<file path="config.mk">
export PLATFORM = sky130hd
export DESIGN_NAME = adc_sample_reader
export DESIGN_NICKNAME = d
export VERILOG_FILES = /design/src/rtl/adc_sample_reader.sv
export SDC_FILE = /design/constraint.sdc
export NUM_CORES = 1
export LEC_CHECK = 0
export CAP_MARGIN = 20
export CORE_MARGIN = 3
export CORE_UTILIZATION = 55
export CTS_BUF_LIST = sky130_fd_sc_hd__clkbuf_4 sky130_fd_sc_hd__clkbuf_8
export CTS_CLUSTER_SIZE = 10
export DETAILED_ROUTE_END_ITERATION = 8
export PLACE_DENSITY_LB_ADDON = 0.15
export SYNTH_ARGS = -nofsm -noshare
export SYNTH_HDL_FRONTEND = slang
export SYNTH_SLANG_ARGS = --single-unit
</file>
<file path="constraint.sdc">
create_clock -name clk -period 4.2 [get_ports clk]
set_input_delay 1.05 -clock clk [delete_from_list [all_inputs] [get_ports clk]]
set_output_delay 1.05 -clock clk [all_outputs]
set_load 0.02 [all_outputs]
</file>
<file path="src/rtl/adc_sample_reader.sv">
// adc_sample_reader
//
// Acquisition front end for the PI control loop. On a start request it
// pulses the ADC convert line for a fixed conversion time, then clocks
// ADC_WID bits out of the ADC over a small SPI-style read (MSB first) and
// presents the result as a signed two's-complement sample. The consumer
// sign-extends it as needed.
//
// Ports:
//   clk       in   system clock
//   rst_L     in   synchronous reset, active low
//   arm       in   start request, held by the consumer until finished
//   adc_conv  out  convert strobe to the ADC, active high
//   adc_sck   out  serial clock to the ADC (idles at POLARITY)
//   adc_in    in   ADC serial data (MISO)
//   measured  out  last completed sample, signed, ADC_WID bits
//   finished  out  sample valid / transaction done
//   railed    out  sample sits at either rail (ADC_RAIL_DETECT_EN only)
//
// Optional feature macro: ADC_RAIL_DETECT_EN adds the railed output, which
// flags a full-scale positive or negative sample and is updated together
// with measured.

module adc_sample_reader #(
    parameter int ADC_WID         = 18,
    parameter int WID_LEN         = 5,
    parameter int CONV_WAIT       = 20,
    parameter int CONV_WAIT_LEN   = 6,
    parameter int CYCLE_HALF_WAIT = 1,
    parameter int TIMER_LEN       = 3,
    parameter int POLARITY        = 1,
    parameter int PHASE           = 0
) (
    input  logic               clk,
    input  logic               rst_L,
    input  logic               arm,
    output logic               adc_conv,
    output logic               adc_sck,
    input  logic               adc_in,
    output logic [ADC_WID-1:0] measured,
    output logic               finished
`ifdef ADC_RAIL_DETECT_EN
    ,
    output logic               railed
`endif
);

    typedef enum logic [1:0] {
        IDLE,
        CONV,
        SHIFT,
        DONE
    } state_t;

    localparam logic SCK_IDLE = 1'(POLARITY);

    state_t                   state_q, state_d;
    logic [CONV_WAIT_LEN-1:0] convCnt_q, convCnt_d;
    logic [TIMER_LEN-1:0]     halfCnt_q, halfCnt_d;
    logic [WID_LEN-1:0]       bitCnt_q, bitCnt_d;
    logic [ADC_WID-1:0]       shiftReg_q, shiftReg_d;
    logic [ADC_WID-1:0]       measured_q, measured_d;
    logic                     sck_q, sck_d;
    logic                     conv_q, conv_d;
    logic                     finished_q, finished_d;

`ifdef ADC_RAIL_DETECT_EN
    localparam logic [ADC_WID-1:0] RAIL_POS = {1'b0, {(ADC_WID-1){1'b1}}};
    localparam logic [ADC_WID-1:0] RAIL_NEG = {1'b1, {(ADC_WID-1){1'b0}}};
    logic railed_q, railed_d;
`endif

    // State and datapath registers. Reset clears everything, so an aborted
    // read never leaves a partial sample behind in measured.
    always_ff @(posedge clk) begin
        if (!rst_L) begin
            state_q    <= IDLE;
            convCnt_q  <= '0;
            halfCnt_q  <= '0;
            bitCnt_q   <= '0;
            shiftReg_q <= '0;
            measured_q <= '0;
            sck_q      <= SCK_IDLE;
            conv_q     <= 1'b0;
            finished_q <= 1'b0;
`ifdef ADC_RAIL_DETECT_EN
            railed_q   <= 1'b0;
`endif
        end else begin
            state_q    <= state_d;
            convCnt_q  <= convCnt_d;
            halfCnt_q  <= halfCnt_d;
            bitCnt_q   <= bitCnt_d;
            shiftReg_q <= shiftReg_d;
            measured_q <= measured_d;
            sck_q      <= sck_d;
            conv_q     <= conv_d;
            finished_q <= finished_d;
`ifdef ADC_RAIL_DETECT_EN
            railed_q   <= railed_d;
`endif
        end
    end

    // Next-state logic. SHIFT counts completed SCK periods rather than
    // toggles so the bit counter only has to reach ADC_WID. Once the last
    // trailing toggle has returned SCK to idle, the FSM spends one more
    // cycle in SHIFT before committing the sample on entry to DONE.
    always_comb begin
        state_d    = state_q;
        convCnt_d  = convCnt_q;
        halfCnt_d  = halfCnt_q;
        bitCnt_d   = bitCnt_q;
        shiftReg_d = shiftReg_q;
        measured_d = measured_q;
        sck_d      = sck_q;
        conv_d     = conv_q;
        finished_d = finished_q;
`ifdef ADC_RAIL_DETECT_EN
        railed_d   = railed_q;
`endif

        unique case (state_q)
            IDLE: begin
                sck_d      = SCK_IDLE;
                finished_d = 1'b0;
                if (arm) begin
                    state_d   = CONV;
                    conv_d    = 1'b1;
                    convCnt_d = '0;
                end
            end

            CONV: begin
                if (convCnt_q == CONV_WAIT_LEN'(CONV_WAIT - 1)) begin
                    state_d    = SHIFT;
                    conv_d     = 1'b0;
                    halfCnt_d  = '0;
                    bitCnt_d   = '0;
                    shiftReg_d = '0;
                    sck_d      = SCK_IDLE;
                end else begin
                    convCnt_d = convCnt_q + CONV_WAIT_LEN'(1);
                end
            end

            SHIFT: begin
                if (bitCnt_q == WID_LEN'(ADC_WID)) begin
                    state_d    = DONE;
                    measured_d = shiftReg_q;
                    finished_d = 1'b1;
`ifdef ADC_RAIL_DETECT_EN
                    railed_d   = (shiftReg_q == RAIL_POS) || (shiftReg_q == RAIL_NEG);
`endif
                end else if (halfCnt_q == TIMER_LEN'(CYCLE_HALF_WAIT)) begin
                    halfCnt_d = '0;
                    sck_d     = ~sck_q;
                    // Leaving the idle level is the leading edge of a period;
                    // returning to it is the trailing edge and closes the period.
                    if (sck_q == SCK_IDLE) begin
                        if (PHASE == 0) begin
                            shiftReg_d = {shiftReg_q[ADC_WID-2:0], adc_in};
                        end
                    end else begin
                        if (PHASE != 0) begin
                            shiftReg_d = {shiftReg_q[ADC_WID-2:0], adc_in};
                        end
                        bitCnt_d = bitCnt_q + WID_LEN'(1);
                    end
                end else begin
                    halfCnt_d = halfCnt_q + TIMER_LEN'(1);
                end
            end

            DONE: begin
                if (!arm) begin
                    state_d    = IDLE;
                    finished_d = 1'b0;
                end
            end

            default: begin
                state_d = IDLE;
            end
        endcase
    end

    assign adc_conv = conv_q;
    assign adc_sck  = sck_q;
    assign measured = measured_q;
    assign finished = finished_q;
`ifdef ADC_RAIL_DETECT_EN
    assign railed   = railed_q;
`endif

endmodule

</file>
-- Word level (Yosys, flattened, before mapping)
Index checks and enable logic that the tools add are counted.
- register bits after elaboration: 55
- input port bits: 4
- output and inout port bits: 21
- add/subtract/negate cells: 3
- eq/ne operators: 15
- mux-type cells: 32
- bitwise logic cells: 1
- reductions and logical operators: 14
- operators with widths (kind ; number):
    $mux 18 ; 4
    $pmux 18 s2 ; 1
    $mux 5 ; 4
    $ne 2x2->1 const B ; 9
    $mux 6 ; 2
    $pmux 6 s2 ; 1
    $reduce_and 3->1 ; 4
    $pmux 5 s2 ; 1
    $reduce_and 5->1 ; 2
    $mux 3 ; 3
    $mux 2 ; 4
    $pmux 2 s4 ; 1
    $reduce_and 4->1 ; 2
    $mux 1 ; 7
    $add 6x1->6 const B ; 1
    $eq 6x5->1 const B ; 1
    $pmux 1 s3 ; 2
    $pmux 3 s2 ; 1
    $reduce_bool 3->1 ; 2
    $add 5x1->5 const B ; 1
    $eq 5x5->1 const B ; 1
    $eq 2x2->1 const B ; 2
    $reduce_bool 2->1 ; 2
    $add 3x1->3 const B ; 1
    6 further kinds ; 6

-- Depth between registers and ports, before layout
Gate-level depths: netlist of run 1.
- word-level depth: 5
- depth in mapped cells: 8
- mapped depth without buffers: 6

-- Least setup slack after synthesis of run 1
No wires, ideal clock.
- path type: input-to-reg
- start: input rst_L
- end: register shiftReg_q[10]
- setup time: 0.059 ns
- data arrival time: 1.991 ns
- required time: 4.141 ns
- path slack: 2.150 ns
- stages on the path: 5
- path buffers: 2
- cell sequence: clkbuf_1 > nand4_1 > nor3_4 > buf_6 > a22o_1
- RTL lines (item ; line ; RTL):
    from (decl) ; 35 ; input logic rst_L,
    to (signal assigned) ; 94 ; shiftReg_q <= shiftReg_d;
    to (decl) ; 61 ; logic [ADC_WID-1:0] shiftReg_q, shiftReg_d;

==> results of run 1 <==
-- registers in the layout (all words and copies together) (netlist names) --
register,count
halfCnt_q,3
shiftReg_q,18
adc_conv,1
bitCnt_q,5
measured,18
convCnt_q,6
finished,1
state_q,2
adc_sck,1
-- critical path: stages --
cell and delay (ps):
sky130_fd_sc_hd__clkdlybuf4s50_1 800, sky130_fd_sc_hd__nand4_1 220, sky130_fd_sc_hd__nor3_4 570, sky130_fd_sc_hd__a22o_1 250
-- routing by layer --
layer,global-route usage [%],vias to the layer above,part of all wire (%)
met5,0,-,0
met4,5.22,0,0.17
met3,4.43,2,3.9
met2,32.4,37,48
met1,26.0,904,48
li1,-,989,-
-- kinds of logic (layout without fill, tap and decap cells) --
logic type | count (synthesis) | in the layout | synth area share (%)
and+or+nand+nor | 99 | 99 | 19.9
AOI/OAI and AO/OA | 70 | 70 | 20.9
DFF | 55 | 55 | 45.7
buffers and inverters | 21 | 41 | 4.10
adders and majority gates | 9 | 9 | 4.67
muxes | 8 | 8 | 3.32
xor gates and xnor gates | 4 | 4 | 1.45
-- final cells by class --
cell class                 instances  area, µm²  share of cell area (%)
inverter                           7       26.3                   0.956
multi-input combinational        190       1210                    44.1
clock buffer                       6       76.3                    2.78
clock inverter                     2       16.3                   0.592
sequential                        55       1100                    40.1
timing repair buffer              26        255                    9.29
tap                               50       62.6                    2.28
-- worst max path at each step --
stage               start                     endpoint  cells past startpoint
floorplan           rst_L  shiftReg_q[10]$_SDFFE_PN0P_                      5
global placement    rst_L  shiftReg_q[17]$_SDFFE_PN0P_                      4
detailed placement  rst_L   shiftReg_q[1]$_SDFFE_PN0P_                      4
CTS                 rst_L  shiftReg_q[16]$_SDFFE_PN0P_                      4
global route        rst_L  shiftReg_q[16]$_SDFFE_PN0P_                      4
finish              rst_L  shiftReg_q[17]$_SDFFE_PN0P_                      4
-- cells in the final DEF (no fill, tap or decap), types with 2 or more instances in the layout --
cell and count:
sky130_fd_sc_hd__a41oi_1 3, sky130_fd_sc_hd__o21ai_0 4, sky130_fd_sc_hd__o31ai_1 3, sky130_fd_sc_hd__nor3_1 2
sky130_fd_sc_hd__buf_4 2, sky130_fd_sc_hd__nor2b_1 2, sky130_fd_sc_hd__o21a_1 2, sky130_fd_sc_hd__nand3b_1 2
sky130_fd_sc_hd__mux2i_1 8, sky130_fd_sc_hd__a22o_1 18, sky130_fd_sc_hd__clkbuf_8 5, sky130_fd_sc_hd__o21ai_1 4
sky130_fd_sc_hd__nand4_1 5, sky130_fd_sc_hd__nand4bb_1 2, sky130_fd_sc_hd__nand2_1 53, sky130_fd_sc_hd__a21oi_1 22
sky130_fd_sc_hd__nor2_1 10, sky130_fd_sc_hd__clkdlybuf4s50_1 24, sky130_fd_sc_hd__inv_1 7, sky130_fd_sc_hd__xnor2_1 3
sky130_fd_sc_hd__nor3b_1 2, sky130_fd_sc_hd__nand3_1 12, sky130_fd_sc_hd__a31oi_1 3, sky130_fd_sc_hd__ha_1 9
sky130_fd_sc_hd__dfxtp_1 55, sky130_fd_sc_hd__nand2b_1 4
-- power breakdown --
| group | total [mW] | internal, mW | switching (mW) |
|---|---|---|---|
| Clock | 0.302 | 0.127 | 0.175 |
| Sequential | 0.573 | 0.547 | 0.0268 |
| Combinational | 0.354 | 0.129 | 0.225 |
| Total | 1.23 | 0.802 | 0.427 |
-- per-stage QoR --
stage	util [%]	hold slack, ps
3_3_place_gp	64.5	445
5_1_grt	66.8	480
3_5_place_dp	64.5	447
4_1_cts	66.8	461
2_1_floorplan	-	432
6_report	66.8	457
==> flow_summary.ini, run 1 <==
[placement]
hpwlAfterDp_um = 3150
place_area_mm2 = 0.00266
placedCellCount = 328
place.gp.congestion = 0.835
port-buffer-count = 24
post-place-ws_ps = 1230

[cts]
clock_insertion_delay_worst_skew_ps = 310
post-cts-setup-buffers = 0
ctsHoldBuffers = 0
clock_tree.htree_level_count = 2
numCtsBuffers = 5
clkSlewWorstSetupHoldPaths_ps = 100
post_cts.resized_instances = 0
cts_num_sinks = 55
clock_tree.root_cell = sky130_fd_sc_hd__clkbuf_8
clock_path_buffers = 2
cts_tree = done

[hold_path]
timing.hold.worst_endpoint = measured[5]$_SDFFE_PN0P_
min-delay-path-class = flop to flop
worst_hold_startpoint = measured[5]$_SDFFE_PN0P_
worstHoldPathCells = 2

[timing]
setup_violations = 0
fmaxAchievable_mhz = 378
worst_slack_setup_final_ps = 1560
timing.max_slew.rel_slack_pct = 45.8
worst_slew_pin_slew_ps = 811
hold_viol = 0
final_period_minus_worst_setup_slack_ps = 2640
tns_ps = 0
rsz0062_at_grt = no
finalClockSkew_ps = 8.61
drv_slew = 0
period_share_pct = 62.9

[power]
pwr_density_cell_mw_per_mm2 = 447
vdd.ir_drop.worst_mv = 0.285
total_power_mw = 1.23
power_leakage_nw = 0.957

[critical_path]
criticalPathCategory = primary input to flop
cp.required_ps = 4450
source_of_the_worst_register_to_register_timing_path = bitCnt_q[0]$_SDFFE_PN0P_
reg2reg_to = shiftReg_q[17]$_SDFFE_PN0P_
cp.arrival_ps = 2900
timing.reg2reg.setup_slack_ps = 1820
r2r_cells = 6
critPathCaptureType = flop
timing.critical_path.from_type = primary input
worstPathMaxFanout = 18

[global_routing]
grt_max_degree = 26
grt_pass1_wl_um = 8430
antenna_violations_before_repair = 0
groute.usage.overall_pct = 19.7
leftover_overflow_at_the_end_of_global_routing = 0
grt_pass1_vias = 1910

[synth]
ys.warnings.count = 0
synthTopCellsByCount = 55 x sky130_fd_sc_hd__dfxtp_1, 53 x sky130_fd_sc_hd__nand2_1, 22 x sky130_fd_sc_hd__a21oi_1
ys_seq_elements = 55
async_flop_share_pct = 0
synth.most_common_cell = sky130_fd_sc_hd__dfxtp_1
post_synth_inst_count = 266
synth_top_area_share_pct = 45.7
netlist_area_mm2 = 0.00241
synth_edf_count = 0
synth_area_per_cell_um2 = 9.06
synth_fp_nets = 279
postSynth.topFlopCell = sky130_fd_sc_hd__dfxtp_1
synth.distinct_cells = 44
synth_seq_area_share_pct = 45.7
netlist_top_cells_area = sky130_fd_sc_hd__dfxtp_1 46%, sky130_fd_sc_hd__nand2_1 8.3%, sky130_fd_sc_hd__a22o_1 6.5%, sky130_fd_sc_hd__ha_1 4.7%, sky130_fd_sc_hd__a21oi_1 4.6%
synth_area_leader_cell = sky130_fd_sc_hd__dfxtp_1

[route]
detailedRoute.firstPassIterationCount = 4
postRouteAntennaNets = 0
drt_drc_violations_left = 0
finalWirelength_um = 4650
viasPerCell = 5.75
drtIter0Drc = 119
num_vias = 1932
wire_per_inst_um = 13.8

[finish]
area_growth_from_synthesis_to_layout_pct = 14.0
drive_gt1_share_pct = 5.59
antennaDiodeCount = 0
final_net_count = 298
fill_cells = 348
final_design_area_no_fill_mm2 = 0.00275
finalNonFillerCells = 336

[die]
ioPinCount = 25
initial_core_util_pct = 58.6
floorplan.die.width_um = 72.2
core_area_mm2 = 0.00412
placementRows = 23
die_y_um = 72.2
design.die.area_mm2 = 0.00521

[status]
outcome = complete, no violations

[run]
max_cap_violations = 0
(Power assumes the default switching activity.)
==> run 2: changes to the inputs <==
Settings changed: CORE_UTILIZATION 55 to 53.
Clock period 4.2 ns to 2.2 ns, I/O delays scaled along.
==> run 2 against run 1 <==
  * Utilization is 1.3 points higher
  * Sequential share of layout area is 1.6 points lower
  * Hold slack better by 1.3 ps
  * Routed wire length is 1.8% higher
  * Via count is 1.3% higher
  * Combinational power is 100% higher
  * Non-clock buffer count is 9 higher
==> flow_summary.ini, run 2 (synthesized netlist as in run 1, its figures left out) <==
[critical_path]
source_of_the_worst_register_to_register_timing_path = convCnt_q[0]$_SDFFE_PN0P_
critPathLaunch = convCnt_q[0]$_SDFFE_PN0P_
timing.critical_path.from_type = flop
cp.arrival_ps = 2160
criticalPathCategory = flop to flop
critPathCaptureType = flop
cp.required_ps = 2390
worstPathMaxFanout = 18

[global_routing]
grt_pass1_wl_um = 8340
globalRoute.busiestLayer = met2
grt_max_degree = 26
groute.usage.overall_pct = 19.2
antenna_violations_before_repair = 0
groute.layer.met2.usage_pct = 29.6
leftover_overflow_at_the_end_of_global_routing = 0
grt_pass1_vias = 1881
grt_util_met3_pct = 3.69
grt_util_met1_pct = 27.2

[die]
die_y_um = 73.4
ioPinCount = 25
initial_core_util_pct = 57.4
design.die.area_mm2 = 0.00539
core_area_mm2 = 0.00420
floorplan.die.width_um = 73.4
placementRows = 23

[cts]
ctsHoldBuffers = 0
cts_num_sinks = 55
numCtsBuffers = 5
clock_path_buffers = 2
cts_tree = done
clkSlewWorstSetupHoldPaths_ps = 90
clock_tree.root_cell = sky130_fd_sc_hd__clkbuf_8
clock_insertion_delay_worst_skew_ps = 300
post_cts.resized_instances = 0
post-cts-setup-buffers = 0
clock_tree.htree_level_count = 2

[finish]
fill_cells = 359
drive_gt1_share_pct = 8.47
final_cell_mix = 55 x sky130_fd_sc_hd__dfxtp_1, 53 x sky130_fd_sc_hd__nand2_1, 24 x sky130_fd_sc_hd__clkdlybuf4s50_1, 22 x sky130_fd_sc_hd__a21oi_1, 18 x sky130_fd_sc_hd__a22o_1
layout_commonest_cell = sky130_fd_sc_hd__dfxtp_1
final_design_area_no_fill_mm2 = 0.00286
area.sequential_mm2 = 0.00110
antennaDiodeCount = 0
multiInputGateArea_mm2 = 0.00121
final_net_count = 307
post-route-util_pct = 68.1
area_growth_from_synthesis_to_layout_pct = 18.6

[timing]
tns_ps = 0
worst_slack_setup_final_ps = 235
rsz0062_at_grt = no
fmaxAchievable_mhz = 509
drv_slew = 0
hold_viol = 0
final_period_minus_worst_setup_slack_ps = 1960
worst_slew_pin_slew_ps = 561
finalClockSkew_ps = 4.00
period_share_pct = 89.3
setup_violations = 0
timing.max_slew.rel_slack_pct = 62.3

[power]
power_leakage_nw = 1.03
pwr_density_cell_mw_per_mm2 = 902
vdd.ir_drop.worst_mv = 0.512

[hold_path]
worst_hold_startpoint = measured[14]$_SDFFE_PN0P_
min-delay-path-class = flop to flop

[route]
drtIter0Drc = 100
drt_drc_violations_left = 0
finalWirelength_um = 4730
detailedRoute.firstPassIterationCount = 4
postRouteAntennaNets = 0
viasPerCell = 5.67
num_vias = 1957
wire_per_inst_um = 13.7

[placement]
port-buffer-count = 24
hpwlAfterDp_um = 3290
place.gp.congestion = 0.790
post-place-ws_ps = 219
place_area_mm2 = 0.00272

[status]
outcome = complete, no violations

[run]
max_cap_violations = 0
[run 2: cell count changes in the layout (fill, tap and decap cells not counted), sizes merged]
cell / change
buf: +9
inv: -1
clkinvlp: -1
bufinv: +2
[run 2: report_power, final]
part | leakage, nW | switching, mW | internal (mW)
Sequential | 0.444 | 0.0528 | 1.04
Combinational | 0.513 | 0.441 | 0.270
Clock | 0.0688 | 0.306 | 0.467
[run 2: layout make-up]
class	instances	share of cell area [%]
Clock buffer	6	2.67
Clock inverter	2	2.10
Inverter	7	0.919
Multi-Input combinational cell	190	42.3
Sequential cell	55	38.5
Tap cell	50	2.19
Timing Repair Buffer	35	11.3
[run 2: path summary, 6_finish.rpt]
check	endpoint	slack (ps)	cells after the start
setup / recovery	shiftReg_q[15]$_SDFFE_PN0P_	240	5
hold / removal	measured[14]$_SDFFE_PN0P_	460	2
setup reg to reg	shiftReg_q[15]$_SDFFE_PN0P_	240	5
hold reg to reg	measured[14]$_SDFFE_PN0P_	460	2
[run 2: through the flow]
step / hold slack [ps] / std cells / power, mW
after floorplan: 432 / 266 / 1.67
after global placement: 444 / 337 / 1.83
final: 459 / 345 / 2.58
after CTS: 460 / 345 / 2.61
after detailed placement: 446 / 337 / 1.83
after global routing: 478 / 345 / 2.74
[run 2: metal layers]
metal | share of wire [%] | vias up
met1 | 50 | 923
li1 | - | 1005
met5 | 0 | -
met2 | 47 | 27
met4 | 0.32 | 0
met3 | 2.7 | 2
[run 2: worst max-delay path, stage by stage, from the launching register on]
cell	delay, ps
sky130_fd_sc_hd__dfxtp_1	380
sky130_fd_sc_hd__ha_1	290
sky130_fd_sc_hd__nand4bb_1	170
sky130_fd_sc_hd__o21ai_2	370
sky130_fd_sc_hd__a41oi_4	360
sky130_fd_sc_hd__a22o_1	290
